**src/rtl/dadda_pkg.sv**
```systemverilog
// Shared constants and FSM state type for the dadda multiplier arbiter.
package dadda_pkg;
  localparam int MUL_IN_W       = 8;
  localparam int MUL_OUT_W      = 16;
  localparam int DADDA8_LATENCY = 5;

  typedef enum logic [1:0] {
    IDLE,
    RUN,
    DRAIN
  } arb_state_t;
endpackage

```
**src/rtl/rr_arbiter.sv**
```systemverilog
// Combinational round-robin pick: first set req at or after ptr, wrapping.
// Returns a one-hot grant plus the encoded winner; found=0 when req is empty.
module rr_arbiter #(
  parameter int NUM_REQ = 4,
  parameter int ID_W    = $clog2(NUM_REQ)
) (
  input  logic [NUM_REQ-1:0] req,
  input  logic [ID_W-1:0]    ptr,
  output logic [NUM_REQ-1:0] gnt,
  output logic [ID_W-1:0]    winner,
  output logic               found
);
  localparam logic [ID_W:0] NUM = (ID_W+1)'(NUM_REQ);

  logic [ID_W:0] idx;

  always_comb begin
    gnt    = '0;
    winner = '0;
    found  = 1'b0;
    idx    = '0;
    for (int k = 0; k < NUM_REQ; k++) begin
      idx = {1'b0, ptr} + (ID_W+1)'(k);
      if (idx >= NUM) idx = idx - NUM;
      if (!found && req[idx[ID_W-1:0]]) begin
        found  = 1'b1;
        winner = idx[ID_W-1:0];
      end
    end
    gnt[winner] = found;
  end
endmodule

```
**src/rtl/dadda_mul_arbiter.sv**
```systemverilog
// Round-robin share of one pipelined 8x8 multiplier; response MUL_LATENCY+1 cycles after accept, no backpressure.
// MUL_ARB_STATS_EN adds stat_grants, a saturating 16-bit accept counter per requester.
module dadda_mul_arbiter
  import dadda_pkg::*;
#(
  parameter int NUM_REQ     = 4,
  parameter int MUL_LATENCY = DADDA8_LATENCY,
  parameter int ID_W        = $clog2(NUM_REQ)
) (
  input  logic                          clk,
  input  logic                          rst,
  input  logic                          en,
  input  logic [NUM_REQ-1:0]            req_valid,
  input  logic [MUL_IN_W*NUM_REQ-1:0]   req_a,
  input  logic [MUL_IN_W*NUM_REQ-1:0]   req_b,
  output logic [NUM_REQ-1:0]            req_ready,
  output logic [MUL_IN_W-1:0]           mul_a,
  output logic [MUL_IN_W-1:0]           mul_b,
  input  logic [MUL_OUT_W-1:0]          mul_y,
  output logic [NUM_REQ-1:0]            resp_valid,
  output logic [MUL_OUT_W-1:0]          resp_data,
  output logic [ID_W-1:0]               resp_id,
  output logic                          idle
`ifdef MUL_ARB_STATS_EN
  ,
  output logic [16*NUM_REQ-1:0]         stat_grants
`endif
);
  arb_state_t           state_q, state_d;
  logic [ID_W-1:0]      ptr_q, ptr_d;
  logic [MUL_LATENCY-1:0] tag_vld_q, tag_vld_d;
  logic [ID_W-1:0]      tag_id_q [MUL_LATENCY];
  logic [ID_W-1:0]      tag_id_d [MUL_LATENCY];
  logic [NUM_REQ-1:0]   resp_valid_q, resp_valid_d;
  logic [MUL_OUT_W-1:0] resp_data_q, resp_data_d;
  logic [ID_W-1:0]      resp_id_q, resp_id_d;

  logic [MUL_IN_W-1:0]  a_arr [NUM_REQ];
  logic [MUL_IN_W-1:0]  b_arr [NUM_REQ];
  logic [NUM_REQ-1:0]   gnt;
  logic [ID_W-1:0]      winner;
  logic                 found;
  logic                 grant_en;
  logic                 accept;

  for (genvar i = 0; i < NUM_REQ; i++) begin : g_unpack
    assign a_arr[i] = req_a[i*MUL_IN_W +: MUL_IN_W];
    assign b_arr[i] = req_b[i*MUL_IN_W +: MUL_IN_W];
  end

  rr_arbiter #(
    .NUM_REQ(NUM_REQ),
    .ID_W   (ID_W)
  ) u_rr (
    .req   (req_valid),
    .ptr   (ptr_q),
    .gnt   (gnt),
    .winner(winner),
    .found (found)
  );

  // Grant looks at the live en, so dropping en blocks a same-cycle request.
  always_comb begin
    grant_en  = (state_q == RUN) && en && !rst;
    accept    = grant_en && found;
    req_ready = grant_en ? gnt : '0;
    mul_a     = accept ? a_arr[winner] : '0;
    mul_b     = accept ? b_arr[winner] : '0;
    ptr_d     = ptr_q;
    if (accept) ptr_d = (winner == ID_W'(NUM_REQ-1)) ? '0 : winner + 1'b1;
  end

  always_comb begin
    tag_vld_d    = '0;
    tag_id_d     = tag_id_q;
    tag_vld_d[0] = accept;
    tag_id_d[0]  = winner;
    for (int s = 1; s < MUL_LATENCY; s++) begin
      tag_vld_d[s] = tag_vld_q[s-1];
      tag_id_d[s]  = tag_id_q[s-1];
    end

    resp_valid_d = '0;
    resp_data_d  = resp_data_q;
    resp_id_d    = resp_id_q;
    if (tag_vld_q[MUL_LATENCY-1]) begin
      resp_valid_d[tag_id_q[MUL_LATENCY-1]] = 1'b1;
      resp_data_d = mul_y;
      resp_id_d   = tag_id_q[MUL_LATENCY-1];
    end
  end

  always_comb begin
    state_d = state_q;
    case (state_q)
      IDLE:    if (en) state_d = RUN;
      RUN:     if (!en) state_d = (|tag_vld_q) ? DRAIN : IDLE;
      DRAIN: begin
        if (en) state_d = RUN;
        else if (!(|tag_vld_q)) state_d = IDLE;
      end
      default: state_d = IDLE;
    endcase
  end

  always_ff @(posedge clk) begin
    if (rst) begin
      state_q      <= IDLE;
      ptr_q        <= '0;
      tag_vld_q    <= '0;
      tag_id_q     <= '{default: '0};
      resp_valid_q <= '0;
      resp_data_q  <= '0;
      resp_id_q    <= '0;
    end else begin
      state_q      <= state_d;
      ptr_q        <= ptr_d;
      tag_vld_q    <= tag_vld_d;
      tag_id_q     <= tag_id_d;
      resp_valid_q <= resp_valid_d;
      resp_data_q  <= resp_data_d;
      resp_id_q    <= resp_id_d;
    end
  end

  assign resp_valid = resp_valid_q;
  assign resp_data  = resp_data_q;
  assign resp_id    = resp_id_q;
  assign idle       = (state_q == IDLE);

`ifdef MUL_ARB_STATS_EN
  logic [15:0] cnt_q [NUM_REQ];
  logic [15:0] cnt_d [NUM_REQ];

  always_comb begin
    cnt_d = cnt_q;
    if (accept && (cnt_q[winner] != 16'hFFFF)) cnt_d[winner] = cnt_q[winner] + 16'd1;
  end

  always_ff @(posedge clk) begin
    if (rst) cnt_q <= '{default: '0};
    else     cnt_q <= cnt_d;
  end

  for (genvar i = 0; i < NUM_REQ; i++) begin : g_stats
    assign stat_grants[16*i +: 16] = cnt_q[i];
  end
`endif
endmodule
```
**config.mk**
```make
export PLATFORM = sky130hd
export DESIGN_NAME = dadda_mul_arbiter
export DESIGN_NICKNAME = d
export VERILOG_FILES = /design/src/rtl/dadda_pkg.sv /design/src/rtl/rr_arbiter.sv /design/src/rtl/dadda_mul_arbiter.sv
export SDC_FILE = /design/constraint.sdc
export NUM_CORES = 1
export LEC_CHECK = 0
export CAP_MARGIN = 10
export CORE_MARGIN = 2
export CORE_UTILIZATION = 30
export CTS_BUF_LIST = sky130_fd_sc_hd__clkbuf_8
export DETAILED_ROUTE_END_ITERATION = 8
export GPL_TIMING_DRIVEN = 1
export PLACE_DENSITY = 0.72
export SETUP_SLACK_MARGIN = 0.05
export SLEW_MARGIN = 20
export SYNTH_ARGS = -nofsm -noshare
export SYNTH_HDL_FRONTEND = slang
export SYNTH_HIERARCHICAL = 1
export SYNTH_SLANG_ARGS = --single-unit
export TNS_END_PERCENT = 100
```
**constraint.sdc**
```tcl
create_clock -name clk -period 3 [get_ports clk]
set_input_delay 0.6 -clock clk [delete_from_list [all_inputs] [get_ports clk]]
set_output_delay 0.6 -clock clk [all_outputs]
set_load 0.005 [all_outputs]
```
# Word level (Yosys, flattened, before mapping)

Cells that the tools add are included.

Flip-flop bits (word level): 41
Bits of input ports: 87
Output and inout port bits: 43
Word-level logic and storage cells: 97

$add $sub $neg: 8
$lt $le $gt $ge: 13
Equal/unequal tests: 6
Mux-type cells: 40
Bitwise operators: 3
Reductions and logical operators: 16

Operators by type and width:

| cell                  | count |
|---|---|
| $mux W8               | 6 |
| $bmux W8 S2           | 2 |
| $mux W2               | 14 |
| $lt A2 B3 Y1 const B  | 6 |
| $ge A3 B3 Y1 const B  | 4 |
| $mux W1               | 10 |
| $bmux W1 S2           | 4 |
| $logic_and A1 B1 Y1   | 8 |
| $sub A2 B1 Y2 const B | 4 |
| $add A2 B2 Y3 const B | 2 |
| $pmux W2 S3           | 1 |
| $reduce_or A5 Y1      | 1 |
| $and A4 B4 Y4         | 1 |
| $demux W1 S2          | 2 |
| $eq A2 B2 Y1 const B  | 2 |
| $ge A2 B1 Y1 const B  | 2 |
| $logic_not A1 Y1      | 4 |
| $mux W4               | 1 |
| $ne A2 B2 Y1 const B  | 2 |
| $add A2 B1 Y3 const B | 1 |
| $ge A2 B3 Y1 const B  | 1 |
| $ne A3 B3 Y1 const B  | 1 |
| $not A2 Y3            | 1 |
| $reduce_and A3 Y1     | 1 |
| other kinds (5)       | 5 |

# Longest topological paths before layout

Depth in word-level cells: 20
Gate-level depth with buffers: 8
Gate-level depth less buffers: 6

# By module

The synthesis kept the hierarchy.

Modules (own cells, without submodules):

| module            | instances | cells an instance | area each (um2) | seq. area each (um2) |
|---|---|---|---|---|
| dadda_mul_arbiter | 1         | 164               | 1,903.1         | 820.8 |
| rr_arbiter        | 1         | 32                | 182.7           | 0.0 |

# Worst setup path after synthesis

No wires, ideal clock.

Path kind: input port to output port
From: input req_valid[1]
To: output mul_a[6]
Arrival time: 2.143 ns
Required time: 2.400 ns
Slack: 0.257 ns
Cell stages on the path: 8
Path buffers: 3
Cell sequence: buf_2 nand2b_1 a21oi_1 a211oi_2 buf_6 buf_12 mux4_2 and3_1

RTL lines:

| what               | RTL line                | RTL |
|---|---|---|
| start: declaration | dadda_mul_arbiter.sv:13 | `input logic [NUM_REQ-1:0] req_valid,` |
| end: declaration   | dadda_mul_arbiter.sv:17 | `output logic [MUL_IN_W-1:0] mul_a,` |

==> key figures <==
Status
  – Status: finished clean

Route
  – Final Routed Wirelength: ~6 mm
  – Antenna Violating Nets Remaining: 0
  – WL per Instance: about 14 um
  – Initial DRC Count: 54
  – DRC viols: 0
  – Vias: approximately 2100
  – Drt first pass iters: 4
  – DR vias/cell: between 4 and 5

Synthesis
  – Synthesized instance count: between 150 and 200
  – Distinct cell type count after synthesis: 37
  – Area contributors post-synth: dfxtp_1 (39%), mux4_1 (10%), mux4_2 (8.6%)
  – Mapped cell area: around 0.0021 mm2
  – Seq/Total Area, Yosys: 0.3935
  – Register bit total from synthesis: 41
  – Largest area contributor in the netlist: dfxtp_1
  – Area share of the largest cell type after synthesis: 0.3935
  – Syn nets: around 280
  – Avg Inst Size Synth: 10.64 um2
  – YS warnings: 6

Global routing
  – Global route overflow: 0
  – Initial antenna violation count: 0
  – First-pass GRT wire length: roughly 9.3 mm
  – Pin count of the biggest net entering global routing: 42
  – Vias in the first global route: about 2100
  – GRT Resource Usage Total: 0.1546

STA
  – Final slew viol count: 0
  – Final period util: 0.9559
  – Fin crit period: ~2.9 ns
  – RSZ-0062 raised after global routing: no
  – Final Hold Vio Count: 0
  – Achievable Freq: around 350 MHz
  – Clock skew: ~0.007 ns
  – Final worst slack: about 0.13 ns
  – Final setup fails: 0
  – Post-Route Setup TNS: 0 ns
  – Rel. slew slack: 0.7386
  – Least-Margin Pin Slew: 0.3921 ns

Pwr
  – Leakage: approximately 1.5 nW
  – Int Power: just over 0.9 mW
  – Power per cell area: 315.2 mW/mm2
  – Sw Pwr: between 0.2 and 0.3 mW
  – Sequential fraction of design power: 0.460
  – Switching part of the total power: 0.2301
  – Peak supply drop: around 0.18 mV
  – Clk pwr share: 0.286
  – Comb power frac: 0.254

Floorplan
  – Chip height: 87.38 um
  – # IOs: 130
  – Core Rows: 30
  – Die Area: 0.007635 mm2
  – Initial core utilization: 0.3087
  – Die Wd: a little under 90 um
  – Core box area: about 0.0068 mm2

Worst setup path
  – Startpoint types: input pin
  – WP data required: ~2.4 ns
  – Crit path DAT: between 2 and 2.5 ns
  – Crit path largest cell delay: roughly 0.54 ns
  – Slowest CP cell: mux4_1
  – Worst-path cell chain: buf_4, nand2b_4, o21ai_2, a211oi_4, buf_6, mux4_1, and3_1, dlygate4sd2_1
  – Worst path top cell family by delay: buffers and inverters
  – WS Path Type: input pin to output pin
  – Reg2Reg Depth: 10
  – Instance count on the critical path: 8
  – CP bufs+invs: 3
  – Crit path max fanout: 5
  – Setup crit end kind: output pin

Clocking
  – TritonCTS clock tree: done
  – CTS root buf: clkbuf_8
  – Clock latency on the worst-skew pair: just under 0.3 ns
  – CTS Buf Count: 5
  – Clock buffer depth: 2
  – Num Clock Sinks: slightly above 40
  – Clock slew at reported path FFs: 0.07 ns
  – H-tree depth: 2
  – Cts hold-fix bufs: 0

Place
  – Dpl ws: -0.7785 ns
  – Placed insts: 413
  – Post-place instance area: roughly 0.0036 mm2
  – Hpwl dp: 4.460 mm
  – RePlAce Congestion: around 0.75
  – PortBufs: ~130

Cells and area
  – Final Core Density: 0.5641
  – Post-layout net count: about 440
  – Fraction of layout cells with a size suffix above 1: 0.2592
  – Final non-filler cell total: 435
  – Final antenna diode count: 0
  – Post-route cell area: approximately 0.0038 mm2
  – Syn-to-layout area delta: 82.72%

Worst hold path
  – Hold Path Depth: 1
  – Hold Crit Class: register to register

Job
  – Max-Cap Viols: 0
metal layers:
layer | GRT usage | vias up | share of wire
met5 | 0 | - | 0
met4 | 0.03357 | 0 | 0.0085
met3 | 0.06256 | 5 | 0.093
met2 | 0.2775 | 98 | 0.50
met1 | 0.1706 | 971 | 0.39
li1 | - | 1018 | -
sequential cells by signal, summed over array words and instances (netlist names):
| name | cells |
|---|---|
| ptr_q | 2 |
| tag_id_d | 8 |
| tag_id_q | 2 |
| tag_vld_q | 5 |
| resp_valid | 4 |
| resp_data | 16 |
| state_q | 2 |
| resp_id | 2 |
final cells by class:
type / count / area [um2]
Multi-Input combinational cell: 134 / 1196
Sequential cell: 41 / 823.3
Fill cell: 609 / 2945
Tap cell: 80 / 100.1
Clock buffer: 5 / 68.82
Inverter: 6 / 22.52
Clock inverter: 3 / 18.77
Timing Repair Buffer: 166 / 1582
cell usage after synthesis (all sizes together):
library cell	instances
inv	6
nand2	4
xnor2	1
a311oi	1
nor2b	15
nor2	24
clkbuf	7
nand4bb	1
mux2i	17
mux4	16
dfxtp	41
nor4bb	1
nor3b	1
a21oi	9
nand3	1
o211a	1
a211oi	2
and2	4
and3	16
nand2b	5
a221oi	1
o21ai	5
a2111oi	1
buf	8
nor3	4
or4	1
and4bb	1
ha	1
nor4b	1
cells in the final DEF, fill, tap and decap left out, drive strengths merged, types with 2 or more instances in the layout:
| cell | instances |
|---|---|
| nand2 | 4 |
| inv | 7 |
| clkinvlp | 2 |
| and3 | 16 |
| nor2 | 24 |
| clkbuf | 9 |
| clkdlybuf4s50 | 109 |
| mux4 | 16 |
| buf | 49 |
| o21ai | 5 |
| clkdlybuf4s15 | 2 |
| and2 | 4 |
| nand2b | 5 |
| mux2i | 17 |
| nor3 | 4 |
| a21oi | 9 |
| dlygate4sd2 | 2 |
| a211oi | 2 |
| nor2b | 15 |
| dfxtp | 41 |
kinds of logic after synthesis:
| family | share of synthesized area |
|---|---|
| DFF | 0.3935 |
| AOI/OAI and AO/OA | 0.06239 |
| and+or+nand+nor | 0.2112 |
| buffers and inverters | 0.05399 |
| xor gates and xnor gates | 0.004200 |
| adders and majority gates | 0.005998 |
| muxes | 0.2687 |
path summary, 6_finish.rpt:
check / slack, ns / end / from
worst max-delay path: 0.13 / mul_a[5] / req_valid[2]
worst min-delay path: 0.44 / tag_id_q[0] / tag_id_d[0]
worst max register to register: 0.95 / ptr_q[0] / ptr_q[0]
worst min register to register: 0.44 / tag_id_q[0] / tag_id_d[0]
power groups by stage:
| stage | Clock [mW] | Combinational [mW] | Sequential (mW) |
|---|---|---|---|
| after floorplan | 0 | 0.104 | 0.565 |
| after global placement | 0 | 0.265 | 0.565 |
| after detailed placement | 0 | 0.268 | 0.566 |
| after CTS | 0.358 | 0.290 | 0.553 |
| after global routing | 0.378 | 0.326 | 0.554 |
| final | 0.343 | 0.305 | 0.553 |
stage by stage:
| stage | hold slack, ns | power [mW] |
|---|---|---|
| 2_1_floorplan | 0.4138 | 0.6686 |
| 3_3_place_gp | 0.4167 | 0.8303 |
| 3_5_place_dp | 0.4220 | 0.8335 |
| 4_1_cts | 0.4401 | 1.201 |
| 5_1_grt | 0.4580 | 1.258 |
| 6_report | 0.4371 | 1.201 |
repair_timing:
item / 4_1_cts / 5_1_grt
endpoints found under the setup margin: 16 / 16
gates cloned: 0 / 1
pin swaps: 11 / 2
setup buffers: 6 / 7
gates resized for setup: 85 / 15
Note: power is estimated with default switching activity, not from simulation.
